`config.mk`:
```
export PLATFORM = sky130hd
export DESIGN_NAME = mainfsm_flat
export DESIGN_NICKNAME = d
export VERILOG_FILES = /design/src/rtl/mainfsm_if.sv /design/src/rtl/mainfsm.sv /design/src/flat_wrapper.sv
export SDC_FILE = /design/constraint.sdc
export NUM_CORES = 1
export LEC_CHECK = 0
export BUFFER_PORTS_ARGS = -buffer_cell sky130_fd_sc_hd__buf_2
export CAP_MARGIN = 15
export CORE_AREA = 4 4 41 43
export CTS_CLUSTER_SIZE = 20
export DETAILED_ROUTE_END_ITERATION = 16
export DIE_AREA = 0 0 45 47
export GPL_TIMING_DRIVEN = 0
export HOLD_SLACK_MARGIN = 0.03
export PLACE_DENSITY_LB_ADDON = 0.15
export RECOVER_POWER = 25
export SYNTH_ARGS = -nofsm -noshare
export SYNTH_HDL_FRONTEND = slang
export SYNTH_SLANG_ARGS = --single-unit
```
`constraint.sdc`:
```
create_clock -name clk -period 1.7 [get_ports clk]
set_clock_uncertainty 0.1 [all_clocks]
set_input_delay 0.34 -clock clk [delete_from_list [all_inputs] [get_ports clk]]
set_output_delay 0.34 -clock clk [all_outputs]
set_load 0.03 [all_outputs]
```
`src/rtl/mainfsm_if.sv`:
```
// Decode inputs and datapath control outputs of the multicycle sequencer.
// The master side is the sequencer; the slave side is the datapath that consumes the controls.
interface mainfsm_if;
    logic [1:0] Op;
    logic [5:0] Funct;
    logic       IRWrite;
    logic       AdrSrc;
    logic       ALUSrcA;
    logic [1:0] ALUSrcB;
    logic [1:0] ResultSrc;
    logic       ALUOp;
    logic       NextPC;
    logic       RegW;
    logic       MemW;
    logic       Branch;
    logic [3:0] State;

    modport master (
        input  Op, Funct,
        output IRWrite, AdrSrc, ALUSrcA, ALUSrcB, ResultSrc, ALUOp,
               NextPC, RegW, MemW, Branch, State
    );

    modport slave (
        output Op, Funct,
        input  IRWrite, AdrSrc, ALUSrcA, ALUSrcB, ResultSrc, ALUOp,
               NextPC, RegW, MemW, Branch, State
    );
endinterface

```
`src/rtl/mainfsm.sv`:
```
// Multicycle ARM control sequencer: Moore FSM, controls are a combinational decode of the state.
// Advances one state per clock and has no stall input; Op/Funct matter only in DECODE and MEMADR.
module mainfsm (
    input  logic          clk,
    input  logic          reset,
    mainfsm_if.master     bus
);

    typedef enum logic [3:0] {
        FETCH    = 4'd0,
        DECODE   = 4'd1,
        MEMADR   = 4'd2,
        MEMRD    = 4'd3,
        MEMWB    = 4'd4,
        MEMWR    = 4'd5,
        EXECUTER = 4'd6,
        EXECUTEI = 4'd7,
        ALUWB    = 4'd8,
        BRANCH   = 4'd9,
        UNKNOWN  = 4'd10
    } state_t;

    state_t state, next;

    // Only the immediate flag and the load/store bit steer the sequence.
    logic funct_unused;
    assign funct_unused = ^bus.Funct[4:1];

    always_ff @(posedge clk) begin
        if (reset) state <= FETCH;
        else       state <= next;
    end

    always_comb begin
        next = FETCH;
        case (state)
            FETCH:    next = DECODE;
            DECODE: begin
                case (bus.Op)
                    2'b00:   next = bus.Funct[5] ? EXECUTEI : EXECUTER;
                    2'b01:   next = MEMADR;
                    2'b10:   next = BRANCH;
                    default: next = UNKNOWN;
                endcase
            end
            MEMADR:   next = bus.Funct[0] ? MEMRD : MEMWR;
            MEMRD:    next = MEMWB;
            EXECUTER: next = ALUWB;
            EXECUTEI: next = ALUWB;
            default:  next = FETCH;
        endcase
    end

    always_comb begin
        bus.IRWrite   = 1'b0;
        bus.AdrSrc    = 1'b0;
        bus.ALUSrcA   = 1'b0;
        bus.ALUSrcB   = 2'b00;
        bus.ResultSrc = 2'b00;
        bus.ALUOp     = 1'b0;
        bus.NextPC    = 1'b0;
        bus.RegW      = 1'b0;
        bus.MemW      = 1'b0;
        bus.Branch    = 1'b0;
        case (state)
            FETCH: begin
                bus.IRWrite   = 1'b1;
                bus.NextPC    = 1'b1;
                bus.ALUSrcA   = 1'b1;
                bus.ALUSrcB   = 2'b10;
                bus.ResultSrc = 2'b10;
            end
            DECODE: begin
                bus.ALUSrcA   = 1'b1;
                bus.ALUSrcB   = 2'b10;
                bus.ResultSrc = 2'b10;
            end
            MEMADR:   bus.ALUSrcB = 2'b01;
            MEMRD:    bus.AdrSrc  = 1'b1;
            MEMWB: begin
                bus.ResultSrc = 2'b01;
                bus.RegW      = 1'b1;
            end
            MEMWR: begin
                bus.AdrSrc = 1'b1;
                bus.MemW   = 1'b1;
            end
            EXECUTER: bus.ALUOp = 1'b1;
            EXECUTEI: begin
                bus.ALUSrcB = 2'b01;
                bus.ALUOp   = 1'b1;
            end
            ALUWB:    bus.RegW = 1'b1;
            BRANCH: begin
                bus.ALUSrcB   = 2'b01;
                bus.ResultSrc = 2'b10;
                bus.Branch    = 1'b1;
            end
            default: ;
        endcase
    end

    assign bus.State = state;

endmodule

```
`src/flat_wrapper.sv`:
```
// flat-port wrapper written by rule: the top's interface ports become plain ports
module mainfsm_flat 
  (clk, reset, bus_Op, bus_Funct, bus_IRWrite, bus_AdrSrc, bus_ALUSrcA, bus_ALUSrcB, bus_ResultSrc, bus_ALUOp, bus_NextPC, bus_RegW, bus_MemW, bus_Branch, bus_State);
  mainfsm_if bus_i ();
  input  logic clk;
  input  logic reset;
  input wire logic [$bits(bus_i.Op)-1:0] bus_Op;
  input wire logic [$bits(bus_i.Funct)-1:0] bus_Funct;
  output wire logic [$bits(bus_i.IRWrite)-1:0] bus_IRWrite;
  output wire logic [$bits(bus_i.AdrSrc)-1:0] bus_AdrSrc;
  output wire logic [$bits(bus_i.ALUSrcA)-1:0] bus_ALUSrcA;
  output wire logic [$bits(bus_i.ALUSrcB)-1:0] bus_ALUSrcB;
  output wire logic [$bits(bus_i.ResultSrc)-1:0] bus_ResultSrc;
  output wire logic [$bits(bus_i.ALUOp)-1:0] bus_ALUOp;
  output wire logic [$bits(bus_i.NextPC)-1:0] bus_NextPC;
  output wire logic [$bits(bus_i.RegW)-1:0] bus_RegW;
  output wire logic [$bits(bus_i.MemW)-1:0] bus_MemW;
  output wire logic [$bits(bus_i.Branch)-1:0] bus_Branch;
  output wire logic [$bits(bus_i.State)-1:0] bus_State;
  assign bus_i.Op = bus_Op;
  assign bus_i.Funct = bus_Funct;
  assign bus_IRWrite = bus_i.IRWrite;
  assign bus_AdrSrc = bus_i.AdrSrc;
  assign bus_ALUSrcA = bus_i.ALUSrcA;
  assign bus_ALUSrcB = bus_i.ALUSrcB;
  assign bus_ResultSrc = bus_i.ResultSrc;
  assign bus_ALUOp = bus_i.ALUOp;
  assign bus_NextPC = bus_i.NextPC;
  assign bus_RegW = bus_i.RegW;
  assign bus_MemW = bus_i.MemW;
  assign bus_Branch = bus_i.Branch;
  assign bus_State = bus_i.State;
  mainfsm u_core (.clk(clk), .reset(reset), .bus(bus_i));
endmodule
```
After elaboration in Yosys (flattened, before gate mapping)

Index checks and enable logic that the tools add are counted.

Equality and inequality tests: 11
Muxes and demuxes: 13
Reduce and logical (&&, ||, !) cells: 8

Operators by type and width:

| cell               | number |
|---|---|
| $pmux 4 s5         | 1 |
| $eq 4x3->1 const B | 4 |
| $pmux 4 s3         | 1 |
| $eq 4x2->1 const B | 2 |
| $eq 4x4->1 const B | 2 |
| $mux 1             | 8 |
| $pmux 2 s2         | 2 |
| $reduce_or 2->1    | 4 |
| $reduce_or 3->1    | 2 |
| $eq 4x1->1 const B | 1 |
| $logic_not 4->1    | 1 |
| $mux 3             | 1 |
| $eq 2x1->1 const B | 1 |
| $eq 2x2->1 const B | 1 |
| $logic_not 2->1    | 1 |

Bits in registers: 4
Bits of input ports: 10
Output and inout port bits: 16
Logic and storage cells: 33

Longest topological paths before layout

Gate-level depths: netlist of the first run.

Word-level depth: 3
Gate-level depth with buffers: 4
Gate-level depth less buffers: 3

Worst setup path after synthesis of the first run

Ideal clock, no wire load.

Kind: register to output
From: reg u_core.state[2], in the netlist u_core.bus.State[2]
To: out bus_NextPC
Arrival time: 1.975 ns
Required time: 1.260 ns
Path slack: -0.715 ns
Stages on the path, launching flop included: 4
Path buffers: 2
Cell sequence: dfxtp_1 buf_6 nor4_1 buf_4

Word-level cells in the longest chain between the ends: 2

Ends and longest elaborated chain:

| element                  | RTL line           | text |
|---|---|---|
| start: declaration       | mainfsm.sv:23      | `state_t state, next;` |
| start signal: assignment | mainfsm.sv:31      | `else state <= next;` |
| $logic_not 4->1          | --                 |  |
| $mux 1                   | --                 |  |
| end: declaration         | flat_wrapper.sv:15 | `output wire logic [$bits(bus_i.NextPC)-1:0] bus_NextPC;` |

No other way between the ends.

Worst setup path in the final report of the first run

From: reg u_core.state[3], in the netlist u_core.bus.State[3]
To: out bus_ALUSrcB[0]

Word-level cells in the longest chain between the ends: 3
Elaborated cells between the ends (all ways): 8
Those cells by class: eq/ne: 4; mux: 1; reduce/logical: 3

Ends and longest elaborated chain:

| element                                                             | RTL line           | text |
|---|---|---|
| $eq 4x2->1 (tied with other cells)                                  | mainfsm.sv:65      | `case (state)` |
| $reduce_or 3->1 (no line) / $reduce_or 2->1 (equally long branches) | --                 |  |
| $pmux 2 s2 *                                                        | mainfsm.sv:65      |  |
| end: declaration                                                    | flat_wrapper.sv:12 | `output wire logic [$bits(bus_i.ALUSrcB)-1:0] bus_ALUSrcB;` |

Every way passes the cells marked *; elsewhere a longest branch is shown, timed or not.

==> out/qor.yml, run 1 <==
synth:
  syn_area_um2: 333
  synthCells: 40
  ys_types: 23
  synth_commonest_cells: "dfxtp_1, nor2_1, nor3_1"
  synth_top_cell_by_area: "dfxtp_1"
  synth_edf_count: 0
  yosysWarnings: 0
  synth-seq-area-share: 0.241
  synth_top_area_share: 0.241
  syn-num-nets: 50
  ys_ff_latch: 4
  async_flop_share: 0
  synth.top_cells.by_area: "dfxtp_1, buf_6, nand2b_4"
  synth_area_per_cell_um2: 8.32
  ys.flop_type: "dfxtp_1"
worst_setup_path:
  crit_type: "reg2out"
  r2r.worst_path.cells: 3
  crit_chain: "nand2b_4, nor2_4, a211o_4, buf_6"
  rr_endpoint: "u_core.bus.State[1]"
  endpoint_kind: "output pin"
  reg2reg_slack_ns: 0.49
  slowest_stage: "dfxtp_4"
  startpoint: "u_core.bus.State[3]"
  crit_arrival_ns: 1.28
  crit_path_end: "bus_ALUSrcB[0]"
  cp.required_ns: 1.26
  r2r_start: "u_core.bus.State[2]"
  path_max_fanout: 5
  critPathLaunchType: "flop"
  slowest_delay_ns: 0.38
clock_tree:
  cts_buffer_depth: 2
  cts.clk_slew.worst_paths_ns: 0.04
  cts_sinks: 4
  clock_latency_ns: 0.24
  cts_hold_buf: 0
  cts_tree: "done"
  ctsRootBufferMaster: "clkbuf_4"
  h-tree-depth: 1
  cts_buffers: 3
global_route:
  antenna_found_initial: 0
  grt_max_degree: 10
  grt_pass1_wl_um: 1590
  grt_pass1_vias: 357
  track_usage: 0.108
  met3_usage: 0
  use_met2: 0.153
  grt.overflow.total: 0
  busiest_layer: "met2"
  grtUsageMet1: 0.141
die:
  pin_count: 26
  core_area_um2: 1300
  die_area_um2: 2120
  rows: 13
  die_width_um: 45
  initial_core_util: 0.256
  die_y_um: 47
detailed_routing:
  antenna_left: 0
  routed_wl_um: 991
  route.detailed.drc: 0
  via_per_inst: 4.52
  drt_iter0_markers: 1
  wl_per_cell_um: 11.5
  num_vias: 389
  first_pass_iters: 2
sta:
  worstMarginPinSlew_ns: 0.266
  post-route-period-util: 1.01
  worst_slack_ns: -0.0172
  fmax_mhz: 582
  setup_viol: 1
  fin_crit_ns: 1.72
  slew_violations: 0
  slew_headroom: 0.821
  rsz0062_at_grt: "yes"
  hold_violations: 0
  holdWs_ns: 0.181
cells_and_area:
  largest_reg_flops: 4
  utilization: 0.505
  n_antenna_cell: 0
  areaGrowthSynthToFinish_pct: 97.4
  drive_above_1_share: 0.789
  final_nets: 83
power:
  peakVddDrop_v: 0.000257
  p_leak_nw: 0.300
  p_per_area_nw_per_um2: 848
status:
  violations: "setup timing"
  status: "complete, but fails checks"
placement:
  port_buffers: 21
  place_congestion: 0.727
  dp_hpwl_um: 675
run:
  cap_violations: 0
min_path:
  hold_path_class: "in2reg"
==> repair_timing <==
action                     CTS  global route
pin swaps                    4             3
gates resized for setup     15             8
setup buffers                9             0
setup endpoints to repair    4             9
==> worst max-delay path, delay by kind of cell, from the launching register on <==
family | cells | cell delay [ns]
flops | 1 | 0.38
buf+inv | 1 | 0.14
simple gates | 2 | 0.20
compound gates | 1 | 0.32
==> cells by family (layout without fill, tap and decap cells) <==
group,Yosys count,count (layout),synth area share
buf+inv,8,39,0.180
flops,4,4,0.241
compound gates,8,8,0.196
simple gates,19,19,0.357
xor+xnor,1,1,0.0263
==> metal layers <==
layer	wire length [um]	up-vias	share of wire
met5	0	-	0
met4	19	0	0.019
met3	66	2	0.067
met2	465	14	0.47
met1	439	172	0.44
li1	-	201	-
==> layout by cell type (no fill, tap or decap), drive strengths merged, types with 2 or more instances in the layout <==
cell type / count
nand2: 2
buf: 33
a21oi: 2
nor3: 4
dfxtp: 4
nor4: 2
clkbuf: 3
nor2: 5
inv: 3
nand2b: 3
==> power by group <==
group          internal [mW]  total [mW]  switching, mW
Sequential             0.102       0.117         0.0149
Clock                 0.0791       0.120         0.0411
Combinational          0.146       0.320          0.174
==> layout make-up <==
cell class / instances / area, um2
fill: 127 / 644
multi-input combinational: 28 / 275
timing repair buffer: 30 / 209
sequential: 4 / 91.3
buffer: 3 / 26.3
clock buffer: 3 / 22.5
tap: 15 / 18.8
inverter: 3 / 13.8
==> stage by stage <==
step                      std cells  power (mW)  setup slack [ns]  instance area, um2  TNS (ns)
after floorplan                  40       0.326           -0.0667                 390    -0.159
after global placement           76       0.385            0.0693                 514         0
after detailed placement         76       0.385            0.0638                 514         0
after CTS                        88       0.564           -0.0348                 658   -0.0515
after global routing             86       0.588           -0.0479                 657    -0.122
final                            86       0.557           -0.0172                 657   -0.0172
==> worst min-delay path by stage <==
stage / endpoint / cells after the start / start
floorplan: u_core.bus.State[3] / 1 / reset
global placement: u_core.bus.State[3] / 2 / reset
detailed placement: u_core.bus.State[3] / 2 / reset
CTS: u_core.bus.State[3] / 2 / reset
global route: u_core.bus.State[3] / 2 / reset
finish: u_core.bus.State[3] / 2 / reset
Power figures use the tool's default switching activity.
==> run 2: changes to the inputs <==
CTS_BUF_LIST = sky130_fd_sc_hd__clkbuf_16   (was unset)
SKIP_LAST_GASP = 1   (was unset)
SLEW_MARGIN = 15   (was unset)
==> run 2 against run 1 <==
Effect of this change: the run still ends with setup timing left; cell area increased by 6.9%; fmax increased by 0.75%; non-clock buffer count increased by 1; critical path depth unchanged; count of clock-buffer cells in the layout unchanged; critical path type unchanged; via count increased by 0.77%; power increased by 44%; hold slack improved by 0.020 ns; first-iteration DRC count increased by 100%.
==> out/qor.yml, run 2 (synthesis gave the netlist of run 1 again) <==
global_route:
  grt_pass1_vias: 353
  antenna_found_initial: 0
  grt_max_degree: 10
  track_usage: 0.113
  grt_pass1_wl_um: 1640
  grt.overflow.total: 0
status:
  violations: "setup timing"
  status: "complete, but fails checks"
detailed_routing:
  first_pass_iters: 3
  via_per_inst: 4.51
  wl_per_cell_um: 12.5
  num_vias: 392
  route.detailed.drc: 0
  drt_iter0_markers: 2
  routed_wl_um: 1080
  antenna_left: 0
placement:
  place_inst: 76
  place_ws_ns: 0.0638
  place_congestion: 0.727
  port_buffers: 21
  dp_hpwl_um: 675
  dpl-instance-area_um2: 514
sta:
  holdWs_ns: 0.202
  setup_viol: 1
  slew_headroom: 0.755
  rsz0062_at_grt: "yes"
  setup-tns-final_ns: -0.00438
  hold_violations: 0
  fin_crit_ns: 1.70
  post-route-period-util: 1.00
  fmax_mhz: 587
  worst_slack_ns: -0.00438
  worstMarginPinSlew_ns: 0.369
  slew_violations: 0
cells_and_area:
  final_cell_mix: "buf_4, buf_2, buf_6"
  largest_reg_flops: 4
  n_antenna_cell: 0
  areaGrowthSynthToFinish_pct: 111
  drive_above_1_share: 0.778
  utilization: 0.539
  fin_area_um2: 702
  fillCellCount: 122
  layout.cells.non_filler: 87
  final_nets: 84
die:
  die_width_um: 45
  initial_core_util: 0.256
  die_y_um: 47
  die_area_um2: 2120
  rows: 13
  pin_count: 26
  core_area_um2: 1300
power:
  p_sw_mw: 0.256
  switching_share: 0.320
  p_int_mw: 0.544
  peakVddDrop_v: 0.000354
  p_clk_frac: 0.460
  p_leak_nw: 0.321
  seq_power_share: 0.147
  p_comb_frac: 0.393
  p_per_area_nw_per_um2: 1140
  p_total_mw: 0.800
clock_tree:
  cts_buffer_depth: 2
  cts_sinks: 4
  cts.clk_slew.worst_paths_ns: 0.03
  ctsRootBufferMaster: "clkbuf_16"
  clock_latency_ns: 0.23
  cts_tree: "done"
  h-tree-depth: 1
  cts_buffers: 3
run:
  cap_violations: 0
worst_setup_path:
  path_max_fanout: 5
  critPathLaunchType: "flop"
  cp.required_ns: 1.26
  endpoint_kind: "output pin"
  crit_type: "reg2out"
  crit_arrival_ns: 1.26
  reg2reg_slack_ns: 0.48
min_path:
  hold_path_class: "in2reg"
## run 2: cell types whose count changed in the layout (fill, tap and decap cells not counted)
cell	change
nor2_2	+1
clkbuf_1	+1
inv_4	-1
clkbuf_4	-3
nor2_4	-1
clkbuf_16	+3
buf_6	-1
inv_2	+1
buf_4	+1
## run 2: timing repair
item | CTS | global route
buffers inserted | 10 | 0
gates resized for setup | 13 | 6
hold endpoints to repair | 0 | 0
hold buffers | 0 | 0
pin swaps | 4 | 3
endpoints found under the setup margin | 4 | 8
## run 2: path summary, 6_finish.rpt
path / start / to / depth (start not counted)
setup / recovery: u_core.bus.State[3] / bus_ALUSrcB[0] / 4
hold / removal: reset / u_core.bus.State[3] / 2
setup reg to reg: u_core.bus.State[2] / u_core.bus.State[2] / 3
hold reg to reg: u_core.bus.State[0] / u_core.bus.State[0] / 2
## run 2: worst max-delay path: stages (launching register included)
cell and delay, ns:
dfxtp_4 0.37, nand2b_4 0.15, nor2_2 0.05, a211o_4 0.32, buf_6 0.14
## run 2: layer usage
layer,vias to the layer above,GRT usage,part of all wire
met5,-,0,0
met3,0,0.0115,0.061
li1,205,-,-
met1,175,0.148,0.44
met4,0,0.105,0
met2,12,0.161,0.50
## run 2: power by group through the flow
stage	registers, mW	logic, mW	clock network, mW
4_1_cts	0.110	0.329	0.369
3_5_place_dp	0.114	0.270	0
2_1_floorplan	0.130	0.196	0
3_3_place_gp	0.114	0.270	0
6_report	0.117	0.315	0.368
5_1_grt	0.120	0.331	0.382
## run 2: area by class of cell
cell class | count | area, um2 | share of cell area
sequential | 4 | 91.3 | 0.130
inverter | 3 | 11.3 | 0.0160
multi-input combinational | 28 | 270 | 0.385
clock buffer | 3 | 75.1 | 0.107
timing repair buffer | 31 | 209 | 0.298
tap | 15 | 18.8 | 0.0267
buffer | 3 | 26.3 | 0.0374
